`config.mk`:
```
export PLATFORM = sky130hd
export DESIGN_NAME = exu_seq_flat
export DESIGN_NICKNAME = d
export VERILOG_FILES = /design/src/rtl/exu_seq_pkg.sv /design/src/rtl/exu_dp_if.sv /design/src/rtl/exu_sb.sv /design/src/rtl/exu_seq.sv /design/src/flat_wrapper.sv
export SDC_FILE = /design/constraint.sdc
export NUM_CORES = 1
export LEC_CHECK = 0
export CORE_MARGIN = 3
export CORE_UTILIZATION = 42
export DETAILED_ROUTE_END_ITERATION = 7
export PLACE_DENSITY = 0.82
export SETUP_SLACK_MARGIN = 0.02
export SLEW_MARGIN = 20
export SYNTH_ARGS = -nofsm -noshare
export SYNTH_HDL_FRONTEND = slang
export SYNTH_SLANG_ARGS = --single-unit
```
`constraint.sdc`:
```
create_clock -name clk -period 2.9 [get_ports clk]
set_input_delay 0.435 -clock clk [delete_from_list [all_inputs] [get_ports clk]]
set_output_delay 0.435 -clock clk [all_outputs]
set_load 0.03 [all_outputs]
```
`src/rtl/exu_seq_pkg.sv`:
```
// Shared types and constants for the execute sequencer: widths, ALU opcodes,
// FSM state, arbitration winner and the latched micro-op record.
package exu_seq_pkg;

    localparam int RV_XLEN      = 32;
    localparam int RV_GPR_AW    = 5;
    localparam int RV_GPR_N     = 1 << RV_GPR_AW;
    localparam int ALU_OPC_SIZE = 4;

    localparam logic [ALU_OPC_SIZE-1:0] ALU_ADD = 4'd0;
    localparam logic [ALU_OPC_SIZE-1:0] ALU_SUB = 4'd1;
    localparam logic [ALU_OPC_SIZE-1:0] ALU_AND = 4'd2;
    localparam logic [ALU_OPC_SIZE-1:0] ALU_OR  = 4'd3;
    localparam logic [ALU_OPC_SIZE-1:0] ALU_XOR = 4'd4;

    typedef enum logic [1:0] {
        IDLE = 2'd0,
        EXEC = 2'd1,
        WB   = 2'd2
    } exu_seq_state_e;

    typedef enum logic {
        WIN_ALU = 1'b0,
        WIN_LD  = 1'b1
    } exu_arb_win_e;

    typedef struct packed {
        logic [ALU_OPC_SIZE-1:0] opc;
        logic [RV_GPR_AW-1:0]    rs1;
        logic [RV_GPR_AW-1:0]    rs2;
        logic [RV_GPR_AW-1:0]    rd;
        logic [RV_XLEN-1:0]      imm;
        logic                    use_imm;
        logic                    wen;
    } exu_uop_t;

endpackage

```
`src/rtl/exu_dp_if.sv`:
```
// Datapath interface between the sequencer (master) and the GPR file / ALU.
interface exu_dp_if;
    import exu_seq_pkg::*;

    logic [RV_GPR_AW-1:0]    gpr_raddr1;
    logic [RV_GPR_AW-1:0]    gpr_raddr2;
    logic [RV_XLEN-1:0]      gpr_rdata1;
    logic [RV_XLEN-1:0]      gpr_rdata2;
    logic                    gpr_wen;
    logic [RV_GPR_AW-1:0]    gpr_waddr;
    logic [RV_XLEN-1:0]      gpr_wdata;
    logic [RV_XLEN-1:0]      alu_src1;
    logic [RV_XLEN-1:0]      alu_src2;
    logic [ALU_OPC_SIZE-1:0] alu_opcode;
    logic [RV_XLEN-1:0]      alu_dst;

    modport master (
        output gpr_raddr1, gpr_raddr2, gpr_wen, gpr_waddr, gpr_wdata,
               alu_src1, alu_src2, alu_opcode,
        input  gpr_rdata1, gpr_rdata2, alu_dst
    );

    modport slave (
        input  gpr_raddr1, gpr_raddr2, gpr_wen, gpr_waddr, gpr_wdata,
               alu_src1, alu_src2, alu_opcode,
        output gpr_rdata1, gpr_rdata2, alu_dst
    );

endinterface

```
`src/rtl/exu_sb.sv`:
```
// Per-GPR busy scoreboard for outstanding loads; x0 is never busy and a set
// beats a clear of the same index in the same cycle.
module exu_sb
    import exu_seq_pkg::*;
#(
    parameter bit SB_EN = 1'b1
) (
    input  logic                 clk,
    input  logic                 rst_n,
    input  logic                 set_vld,
    input  logic [RV_GPR_AW-1:0] set_idx,
    input  logic                 clr_vld,
    input  logic [RV_GPR_AW-1:0] clr_idx,
    input  logic [RV_GPR_AW-1:0] q_rs1_idx,
    input  logic [RV_GPR_AW-1:0] q_rs2_idx,
    input  logic [RV_GPR_AW-1:0] q_rd_idx,
    output logic                 q_rs1_busy,
    output logic                 q_rs2_busy,
    output logic                 q_rd_busy
);

    logic [RV_GPR_N-1:0] w_busy;

    assign w_busy[0] = 1'b0;

    generate
        for (genvar gi = 1; gi < RV_GPR_N; gi++) begin : g_bit
            if (SB_EN) begin : g_en
                logic r_busy;
                always_ff @(posedge clk or negedge rst_n) begin
                    if (!rst_n) begin
                        r_busy <= 1'b0;
                    end else if (set_vld && (set_idx == RV_GPR_AW'(gi))) begin
                        r_busy <= 1'b1;
                    end else if (clr_vld && (clr_idx == RV_GPR_AW'(gi))) begin
                        r_busy <= 1'b0;
                    end
                end
                assign w_busy[gi] = r_busy;
            end else begin : g_dis
                assign w_busy[gi] = 1'b0;
            end
        end
    endgenerate

    assign q_rs1_busy = w_busy[q_rs1_idx];
    assign q_rs2_busy = w_busy[q_rs2_idx];
    assign q_rd_busy  = w_busy[q_rd_idx];

endmodule

```
`src/rtl/exu_seq.sv`:
```
// Single-issue execute sequencer: accept -> EXEC -> WB, sharing the single
// GPR write port with LSU load returns.
module exu_seq
    import exu_seq_pkg::*;
#(
    parameter bit SB_EN  = 1'b1,
    parameter bit RR_ARB = 1'b1
) (
    input  logic                    clk,
    input  logic                    rst_n,
    input  logic                    uop_vld,
    output logic                    uop_rdy,
    input  logic [ALU_OPC_SIZE-1:0] uop_opc,
    input  logic [RV_GPR_AW-1:0]    uop_rs1,
    input  logic [RV_GPR_AW-1:0]    uop_rs2,
    input  logic [RV_GPR_AW-1:0]    uop_rd,
    input  logic [RV_XLEN-1:0]      uop_imm,
    input  logic                    uop_use_imm,
    input  logic                    uop_wen,
    input  logic                    ld_req_vld,
    input  logic [RV_GPR_AW-1:0]    ld_req_rd,
    input  logic                    ld_vld,
    output logic                    ld_rdy,
    input  logic [RV_GPR_AW-1:0]    ld_rd,
    input  logic [RV_XLEN-1:0]      ld_data,
    output logic                    done_vld,
    output logic [RV_XLEN-1:0]      done_data,
    exu_dp_if.master                dp_op
);

    exu_seq_state_e r_state;
    exu_seq_state_e w_state_next;
    exu_uop_t       r_uop;
    exu_uop_t       w_uop_in;
    logic [RV_XLEN-1:0] r_result;
    exu_arb_win_e   r_rr_last;
    exu_arb_win_e   w_winner;

    logic w_busy_rs1, w_busy_rs2, w_busy_rd;
    logic w_hazard, w_accept, w_wb_req, w_conflict;
    logic w_alu_gnt, w_ld_gnt, w_retire;

    exu_sb #(.SB_EN(SB_EN)) u_sb (
        .clk        (clk),
        .rst_n      (rst_n),
        .set_vld    (ld_req_vld),
        .set_idx    (ld_req_rd),
        .clr_vld    (w_ld_gnt),
        .clr_idx    (ld_rd),
        .q_rs1_idx  (uop_rs1),
        .q_rs2_idx  (uop_rs2),
        .q_rd_idx   (uop_rd),
        .q_rs1_busy (w_busy_rs1),
        .q_rs2_busy (w_busy_rs2),
        .q_rd_busy  (w_busy_rd)
    );

    assign w_uop_in = '{opc: uop_opc, rs1: uop_rs1, rs2: uop_rs2, rd: uop_rd,
                        imm: uop_imm, use_imm: uop_use_imm, wen: uop_wen};

    assign w_hazard   = w_busy_rs1 | (w_busy_rs2 & ~uop_use_imm) | (w_busy_rd & uop_wen);
    assign w_accept   = (r_state == IDLE) & uop_vld & uop_rdy;
    assign w_wb_req   = (r_state == WB) & r_uop.wen & (r_uop.rd != '0);
    assign w_conflict = w_wb_req & ld_vld;
    // Winner only matters on a conflict; fixed-priority builds always pick the load.
    assign w_winner   = (RR_ARB && (r_rr_last == WIN_LD)) ? WIN_ALU : WIN_LD;
    assign w_alu_gnt  = w_wb_req & (~ld_vld | (w_winner == WIN_ALU));
    assign w_ld_gnt   = rst_n & ld_vld & (~w_wb_req | (w_winner == WIN_LD));
    assign w_retire   = (r_state == WB) & (~w_wb_req | w_alu_gnt);

    always_ff @(posedge clk or negedge rst_n) begin
        if (!rst_n) begin
            r_state   <= IDLE;
            r_uop     <= '0;
            r_result  <= '0;
            r_rr_last <= WIN_ALU;
        end else begin
            r_state <= w_state_next;
            if (w_accept) begin
                r_uop <= w_uop_in;
            end
            if (r_state == EXEC) begin
                r_result <= dp_op.alu_dst;
            end
            if (w_conflict) begin
                r_rr_last <= w_winner;
            end
        end
    end

    always_comb begin
        w_state_next       = r_state;
        uop_rdy            = 1'b0;
        ld_rdy             = w_ld_gnt;
        done_vld           = 1'b0;
        done_data          = '0;
        dp_op.gpr_raddr1   = '0;
        dp_op.gpr_raddr2   = '0;
        dp_op.alu_src1     = '0;
        dp_op.alu_src2     = '0;
        dp_op.alu_opcode   = ALU_ADD;
        dp_op.gpr_wen      = 1'b0;
        dp_op.gpr_waddr    = '0;
        dp_op.gpr_wdata    = '0;
        case (r_state)
            IDLE: begin
                uop_rdy = rst_n & ~w_hazard;
                if (uop_vld && uop_rdy) begin
                    w_state_next = EXEC;
                end
            end
            EXEC: begin
                dp_op.gpr_raddr1 = r_uop.rs1;
                dp_op.gpr_raddr2 = r_uop.rs2;
                dp_op.alu_src1   = dp_op.gpr_rdata1;
                dp_op.alu_src2   = r_uop.use_imm ? r_uop.imm : dp_op.gpr_rdata2;
                dp_op.alu_opcode = r_uop.opc;
                w_state_next     = WB;
            end
            WB: begin
                if (w_retire) begin
                    done_vld     = 1'b1;
                    done_data    = r_result;
                    w_state_next = IDLE;
                end
            end
            default: w_state_next = IDLE;
        endcase
        if (w_alu_gnt) begin
            dp_op.gpr_wen   = 1'b1;
            dp_op.gpr_waddr = r_uop.rd;
            dp_op.gpr_wdata = r_result;
        end else if (w_ld_gnt) begin
            dp_op.gpr_wen   = (ld_rd != '0);
            dp_op.gpr_waddr = ld_rd;
            dp_op.gpr_wdata = ld_data;
        end
    end

    // A load must not target the destination of the op currently in flight.
    a_no_ld_to_inflight_rd: assert property (@(posedge clk) disable iff (!rst_n)
        !(ld_req_vld && (r_state != IDLE) && r_uop.wen &&
          (ld_req_rd == r_uop.rd) && (ld_req_rd != '0)));

endmodule

```
`src/flat_wrapper.sv`:
```
// flat-port wrapper written by rule: the top's interface ports become plain ports
module exu_seq_flat import exu_seq_pkg::*;
#(
    parameter bit SB_EN  = 1'b1,
    parameter bit RR_ARB = 1'b1
)
  (clk, rst_n, uop_vld, uop_rdy, uop_opc, uop_rs1, uop_rs2, uop_rd, uop_imm, uop_use_imm, uop_wen, ld_req_vld, ld_req_rd, ld_vld, ld_rdy, ld_rd, ld_data, done_vld, done_data, dp_op_gpr_raddr1, dp_op_gpr_raddr2, dp_op_gpr_wen, dp_op_gpr_waddr, dp_op_gpr_wdata, dp_op_alu_src1, dp_op_alu_src2, dp_op_alu_opcode, dp_op_gpr_rdata1, dp_op_gpr_rdata2, dp_op_alu_dst);
  exu_dp_if dp_op_i ();
  input  logic clk;
  input  logic rst_n;
  input  logic uop_vld;
  output logic uop_rdy;
  input  logic [ALU_OPC_SIZE-1:0] uop_opc;
  input  logic [RV_GPR_AW-1:0] uop_rs1;
  input  logic [RV_GPR_AW-1:0] uop_rs2;
  input  logic [RV_GPR_AW-1:0] uop_rd;
  input  logic [RV_XLEN-1:0] uop_imm;
  input  logic uop_use_imm;
  input  logic uop_wen;
  input  logic ld_req_vld;
  input  logic [RV_GPR_AW-1:0] ld_req_rd;
  input  logic ld_vld;
  output logic ld_rdy;
  input  logic [RV_GPR_AW-1:0] ld_rd;
  input  logic [RV_XLEN-1:0] ld_data;
  output logic done_vld;
  output logic [RV_XLEN-1:0] done_data;
  output wire logic [$bits(dp_op_i.gpr_raddr1)-1:0] dp_op_gpr_raddr1;
  output wire logic [$bits(dp_op_i.gpr_raddr2)-1:0] dp_op_gpr_raddr2;
  output wire logic [$bits(dp_op_i.gpr_wen)-1:0] dp_op_gpr_wen;
  output wire logic [$bits(dp_op_i.gpr_waddr)-1:0] dp_op_gpr_waddr;
  output wire logic [$bits(dp_op_i.gpr_wdata)-1:0] dp_op_gpr_wdata;
  output wire logic [$bits(dp_op_i.alu_src1)-1:0] dp_op_alu_src1;
  output wire logic [$bits(dp_op_i.alu_src2)-1:0] dp_op_alu_src2;
  output wire logic [$bits(dp_op_i.alu_opcode)-1:0] dp_op_alu_opcode;
  input wire logic [$bits(dp_op_i.gpr_rdata1)-1:0] dp_op_gpr_rdata1;
  input wire logic [$bits(dp_op_i.gpr_rdata2)-1:0] dp_op_gpr_rdata2;
  input wire logic [$bits(dp_op_i.alu_dst)-1:0] dp_op_alu_dst;
  assign dp_op_gpr_raddr1 = dp_op_i.gpr_raddr1;
  assign dp_op_gpr_raddr2 = dp_op_i.gpr_raddr2;
  assign dp_op_gpr_wen = dp_op_i.gpr_wen;
  assign dp_op_gpr_waddr = dp_op_i.gpr_waddr;
  assign dp_op_gpr_wdata = dp_op_i.gpr_wdata;
  assign dp_op_alu_src1 = dp_op_i.alu_src1;
  assign dp_op_alu_src2 = dp_op_i.alu_src2;
  assign dp_op_alu_opcode = dp_op_i.alu_opcode;
  assign dp_op_i.gpr_rdata1 = dp_op_gpr_rdata1;
  assign dp_op_i.gpr_rdata2 = dp_op_gpr_rdata2;
  assign dp_op_i.alu_dst = dp_op_alu_dst;
  exu_seq #(.SB_EN(SB_EN), .RR_ARB(RR_ARB)) u_core (.clk(clk), .rst_n(rst_n), .uop_vld(uop_vld), .uop_rdy(uop_rdy), .uop_opc(uop_opc), .uop_rs1(uop_rs1), .uop_rs2(uop_rs2), .uop_rd(uop_rd), .uop_imm(uop_imm), .uop_use_imm(uop_use_imm), .uop_wen(uop_wen), .ld_req_vld(ld_req_vld), .ld_req_rd(ld_req_rd), .ld_vld(ld_vld), .ld_rdy(ld_rdy), .ld_rd(ld_rd), .ld_data(ld_data), .done_vld(done_vld), .done_data(done_data), .dp_op(dp_op_i));
endmodule
```
==> qor.yml, run 1 <==
detailed_routing:
  drc: 0
  ant_nets: 0
  drt_iter0_drc: 440
  viasPerCell: 5.36
  routedWlPerCell_um: 20.3
  drtPass1Iterations: 5
  vias: 6867
  wirelength_um: 26000
critical_path:
  critPathKind: "input pin to output pin"
  ff2ff_setup_slack_ns: 0.31
  critPathLaunchType: "input pin"
  r2r_end: "u_core.r_uop[16]$_DFFE_PN0P_"
  cp.required_ns: 2.47
  cp-end-kind: "output pin"
  critPathLaunch: "uop_rs1[1]"
  timing.rr.start: "u_core.u_sb.g_bit[12].g_en.r_busy$_DFFE_PN0P_"
  cp.arrival_ns: 2.36
  cp_max_fo: 6
  worst-r2r-cell-count: 8
floorplan:
  core_area_mm2: 0.0168
  start_util_pct: 43.4
  dieArea_mm2: 0.0189
  die_w_um: 138
  chipHeight_um: 138
  placementRows: 47
  ios: 347
sta:
  period_minus_slack_ns: 2.80
  rsz0062_at_grt: "false"
  setup_viol_count_final: 0
  fin_skew_ns: 0.00731
  whs_ns: 0.188
  slew_headroom_pct: 47.4
  slew_violations: 0
  hold_viol: 0
  min_period_over_period_pct: 96.5
  clock.fmax_mhz: 357
  worstMarginPinSlew_ns: 0.789
finish:
  mostFrequentLayoutCell: "clkdlybuf4s50_1"
  instances_no_fill: 1282
  fin_nets: 1243
  drive_gt1_share_pct: 23.3
  design_area_mm2: 0.0116
  area_growth_syn_to_layout_pct: 60.2
  layout_common_cells: "clkdlybuf4s50_1 (268), dfrtp_1 (116), nand2_1 (109), buf_4 (99), and2_1 (78)"
global_routing:
  gr-usage-all-layers_pct: 26.8
  overflow: 0
  grt_pass1_vias: 6729
  grt_pass1_wl_um: 38400
  grt_max_degree: 79
  antenna_found_initial: 2
status:
  status: "completed"
clocking:
  insertion_delay_ns: 0.42
  clk_path_buf_depth: 2
  cts_root_buf: "clkbuf_16"
  hold_buffers: 0
  htree_levels: 4
  cts_tree: "done"
  clk_pin_slew_ns: 0.06
  numCtsBuffers: 17
  cts.sinks: 119
place:
  port_buffers: 346
  dp_hpwl_um: 19900
  globalplace.congestion: 0.922
  placed_cells: 1247
  place_area_mm2: 0.0110
synth:
  synth_edf_count: 0
  synth_cell_types: 50
  yosysSeqAreaShare_pct: 41.0
  ys.flop_type: "dfrtp_1"
  synthArstFlopShare_pct: 100
  synth.avg_cell_area_um2: 10.6
  synth.net_count: 885
  postSynthCellCount: 689
  synth-seq-cells: 119
  ys_warn_count: 0
  syn_area_mm2: 0.00727
job:
  cap_violations: 0
pwr:
  power_w: 0.00769
  p_per_area_mw_per_mm2: 661
  p_leak_nw: 5.13
  vdd_ir_drop_max_v: 0.000465
hold_path:
  min-delay-path-class: "input pin to async pin"
[sequential cells by signal (all words and copies together) (netlist names)]
signal	flops
u_core.r_rr_last	1
u_core.u_sb.g_bit.g_en.r_busy	31
u_core.r_result	32
u_core.r_uop	53
u_core.r_state	2
[kinds of logic (layout without fill, tap and decap cells)]
| logic type | after synthesis | count (layout) | share of synthesized area (%) |
|---|---|---|---|
| AO/OA/AOI/OAI | 120 | 120 | 12.0 |
| XOR/XNOR | 1 | 1 | 0.121 |
| buffers and inverters | 59 | 430 | 5.35 |
| flip-flops | 119 | 119 | 41.0 |
| multiplexers | 120 | 120 | 23.3 |
| other | 0 | 2 | 0 |
| AND/OR/NAND/NOR | 270 | 270 | 18.3 |
[metal layers]
layer  wire length (µm)  GRT usage, %
met2              13200          45.8
met3               2090          6.65
met5                  0             0
met4                981          12.0
met1               9690          31.8
[cells in the mapped netlist (all sizes together), types with 3 or more instances]
library cell / count / area, µm²
mux2i: 44 / 440
nor2: 40 / 150
nand2: 109 / 409
nand2b: 11 / 68.8
nor3: 3 / 15.0
buf: 10 / 140
and2: 78 / 488
dfrtp: 119 / 2980
a22o: 37 / 324
or2: 4 / 25.0
nor2b: 6 / 37.5
o41ai: 15 / 131
mux2: 58 / 837
clkbuf: 41 / 214
o21ai: 51 / 255
nand3: 6 / 35.0
nand4b: 4 / 35.0
inv: 7 / 31.3
o22ai: 3 / 18.8
mux4: 18 / 417
[per-stage QoR]
stage,util (%),TNS [ns],setup slack (ns)
after floorplan,-,0,0.414
after global placement,65.6,-12.50,-0.268
after detailed placement,65.6,-12.95,-0.285
after CTS,69.3,0,0.0210
after global routing,69.5,0,0.0129
final,69.5,0,0.101
[power by group]
part / internal (W) / total (W) / switching, W / leakage (nW)
registers: 0.00231 / 0.00294 / 0.000633 / 1.42
clock network: 0.00129 / 0.00207 / 0.000774 / 0.282
logic: 0.00152 / 0.00268 / 0.00116 / 3.43
total: 0.00512 / 0.00769 / 0.00257 / 5.13
[how the worst max path moves through the flow]
| stage | end | cells past startpoint | slack, ns |
|---|---|---|---|
| floorplan | u_core.r_uop[17]$_DFFE_PN0P_ | 8 | 0.41 |
| global placement | u_core.r_uop[16]$_DFFE_PN0P_ | 10 | -0.27 |
| detailed placement | u_core.r_uop[16]$_DFFE_PN0P_ | 10 | -0.29 |
| CTS | uop_rdy | 9 | 0.02 |
| global route | uop_rdy | 8 | 0.01 |
| finish | uop_rdy | 8 | 0.10 |
[critical path, cell delays in order]
cell	delay (ns)
clkdlybuf4s50_1	0.45
buf_4	0.16
mux4_2	0.51
mux2i_1	0.20
nor2_1	0.09
o22ai_2	0.16
and3_4	0.22
buf_6	0.13
[final cells by class]
class / count / area [µm²]
antenna: 2 / 5.00
clock buffer: 23 / 498
clock inverter: 9 / 92.6
fill: 1239 / 5110
inverter: 8 / 35.0
multi-input combinational: 511 / 3960
sequential: 119 / 2980
tap: 220 / 275
timing repair buffer: 390 / 3800
[repair_timing]
action | in CTS | in global routing
resized for setup | 10 | 12
pin swaps | 2 | 1
setup buffers | 0 | 1
setup endpoints to repair | 1 | 25
No activity file was read; power rests on OpenSTA's default activity.
==> inputs of run 2 (changes only) <==
--- a/config.mk
+++ b/config.mk
@@ -6,9 +6,9 @@
 export NUM_CORES = 1
 export LEC_CHECK = 0
 export CORE_MARGIN = 3
-export CORE_UTILIZATION = 42
+export CORE_UTILIZATION = 40
 export DETAILED_ROUTE_END_ITERATION = 7
-export PLACE_DENSITY = 0.82
+export PLACE_DENSITY = 0.79
 export SETUP_SLACK_MARGIN = 0.02
 export SLEW_MARGIN = 20
 export SYNTH_ARGS = -nofsm -noshare
==> run 2 against run 1 <==
Combinational power is essentially flat. Clock skew up 0.0018 ns. Critical path depth unchanged. Maximum frequency fell by 2.8%. Sequential power about the same. Setup slack worse by 0.081 ns. Worst hold slack improved by 0.21 ns. Flip-flop and latch count unchanged. Wire length decreased by 1.6%. Via count shrank 0.36%. Utilization is 3.1 points lower. Critical path type unchanged. Critical endpoint unchanged.
==> qor.yml, run 2 (synthesis gave the netlist of run 1 again) <==
critical_path:
  critPathLaunchType: "input pin"
  cp.required_ns: 2.47
  crit_slowest_cell: "mux4_2"
  crit_end: "uop_rdy"
  critPathKind: "input pin to output pin"
  crit_top_cell: "buf_6"
  crit_path_cell_trace: "clkdlybuf4s50_1 -> buf_6 -> mux4_2 -> mux2i_2 -> mux2i_1 -> o22ai_2 -> and3_4 -> buf_6"
  critPathMaxStageDelay_ns: 0.50
  r2r_end: "u_core.r_uop[0]$_DFFE_PN0P_"
  cp.arrival_ns: 2.44
  cp-end-kind: "output pin"
  critPathLaunch: "uop_rs1[1]"
  timing.rr.start: "u_core.u_sb.g_bit[6].g_en.r_busy$_DFFE_PN0P_"
  cp_max_fo: 3
  worst-r2r-cell-count: 9
  ff2ff_setup_slack_ns: 0.22
finish:
  layout_common_cells: "clkdlybuf4s50_1 (269), dfrtp_1 (118), nand2_1 (109), and2_1 (78), buf_4 (74)"
  drive_gt1_share_pct: 21.3
  n_fill_cell: 1409
  area_growth_syn_to_layout_pct: 60.3
  largestRegisters: "u_core.r_uop: 53 flops, u_core.r_result: 32 flops, u_core.u_sb.g_bit.g_en.r_busy: 31 flops"
  fin_util_pct: 66.4
  regMostFlops: "u_core.r_uop"
  fin_nets: 1249
  largest_reg_flops: 53
  mostFrequentLayoutCell: "clkdlybuf4s50_1"
  instances_no_fill: 1292
detailed_routing:
  wirelength_um: 25600
  met3RoutedLength_um: 1740
  ant_nets: 0
  drt_iter0_drc: 325
  top_layer: "met4"
  viasPerCell: 5.30
  drtPass1Iterations: 5
  wl_met2_um: 13100
  routedWlPerCell_um: 19.8
  drc: 0
  wl_met1_um: 9940
  vias: 6842
clocking:
  cts_root_buf: "clkbuf_16"
  htree_levels: 4
  clk_path_buf_depth: 2
  insertion_delay_ns: 0.41
  clk_pin_slew_ns: 0.05
  cts.sinks: 119
  numCtsBuffers: 17
  cts_tree: "done"
sta:
  min_period_over_period_pct: 99.3
  hold_viol: 0
  clock.fmax_mhz: 347
  slew_violations: 0
  worst_slack_ns: 0.0201
  slew_headroom_pct: 48.1
  rsz0062_at_grt: "true"
  whs_ns: 0.394
  fin_skew_ns: 0.00909
  worstMarginPinSlew_ns: 0.779
  period_minus_slack_ns: 2.88
  fin_tns_setup_ns: 0
  setup_viol_count_final: 0
global_routing:
  grt_max_degree: 79
  overflow: 0
  antenna_found_initial: 3
  grt_pass1_vias: 6818
  gr-usage-all-layers_pct: 25.1
  grt_pass1_wl_um: 39100
status:
  status: "completed"
hold_path:
  min-delay-path-class: "input pin to async pin"
pwr:
  vdd_ir_drop_max_v: 0.000462
  p_per_area_mw_per_mm2: 648
  p_leak_nw: 5.18
place:
  dp_hpwl_um: 19400
  placed_cells: 1252
  globalplace.congestion: 0.924
  port_buffers: 346
  post-place-ws_ns: -0.303
floorplan:
  die_w_um: 141
  dieArea_mm2: 0.0198
  core_area_mm2: 0.0175
  placementRows: 48
  ios: 347
  start_util_pct: 41.5
  chipHeight_um: 141
job:
  cap_violations: 0
-- run 2: cell count changes in the layout (fill, tap and decap cells not counted), sizes merged, moves of 2 or more --
cell and delta:
buf -26, dlygate4sd2 +22, clkbuf +6, clkinv +2
-- run 2: critical path, delay by kind of cell --
family	cells	cell delay (ns)
buffers and inverters	3	0.72
AOI/OAI and AO/OA	1	0.22
muxes	3	0.85
and+or+nand+nor	1	0.22
-- run 2: how the worst min path moves through the flow --
stage,start,end,slack (ns),depth (start not counted)
after floorplan,rst_n,u_core.r_result[0]$_DFFE_PN0N_,0.14,0
after global placement,rst_n,u_core.r_uop[0]$_DFFE_PN0P_,0.24,1
after detailed placement,rst_n,u_core.r_uop[0]$_DFFE_PN0P_,0.25,1
after CTS,rst_n,u_core.r_state[1]$_DFFE_PN0P_,0.39,2
after global routing,rst_n,u_core.r_rr_last$_DFFE_PN0P_,0.38,2
final,rst_n,u_core.r_uop[0]$_DFFE_PN0P_,0.39,2
-- run 2: per-layer routing --
metal | GRT usage (%) | vias up
met5 | 0 | -
met4 | 10.5 | 0
met3 | 5.16 | 49
met2 | 42.9 | 328
met1 | 31.0 | 3291
li1 | - | 3174
-- run 2: through the flow --
stage	power (W)	cell area, µm²
floorplan	0.00445	7270
global placement	0.00550	11000
detailed placement	0.00559	11000
CTS	0.00756	11600
global route	0.00793	11600
finish	0.00755	11600
-- run 2: cell type report --
class	count	area [µm²]	area share (%)
Antenna cell	3	7.51	0.0644
Clock buffer	21	460	3.95
Clock inverter	9	78.8	0.677
Inverter	8	35.0	0.301
Multi-Input combinational cell	511	3980	34.2
Sequential cell	119	2980	25.6
Tap cell	225	282	2.42
Timing Repair Buffer	396	3830	32.8
-- run 2: what timing repair did --
item | in CTS | in global routing
pin swaps | 4 | 2
resized for setup | 45 | 28
setup endpoints to repair | 33 | 82
hold buffers | 1 | 0
hold endpoints to repair | 3 | 0
setup buffers | 4 | 2
-- run 2: report_power, final --
group | internal (W) | switching (W)
Sequential | 0.00231 | 0.000610
Combinational | 0.00153 | 0.00117
Clock | 0.00120 | 0.000732
Total | 0.00504 | 0.00251
==> inputs of run 3 (changes only) <==
--- a/config.mk
+++ b/config.mk
@@ -5,6 +5,7 @@
 export SDC_FILE = /design/constraint.sdc
 export NUM_CORES = 1
 export LEC_CHECK = 0
+export ABC_AREA = 0
 export CORE_MARGIN = 3
 export CORE_UTILIZATION = 40
 export DETAILED_ROUTE_END_ITERATION = 7
==> results of run 3 <==
Same layout as run 2: the final DEF is identical, and so are final timing and power.
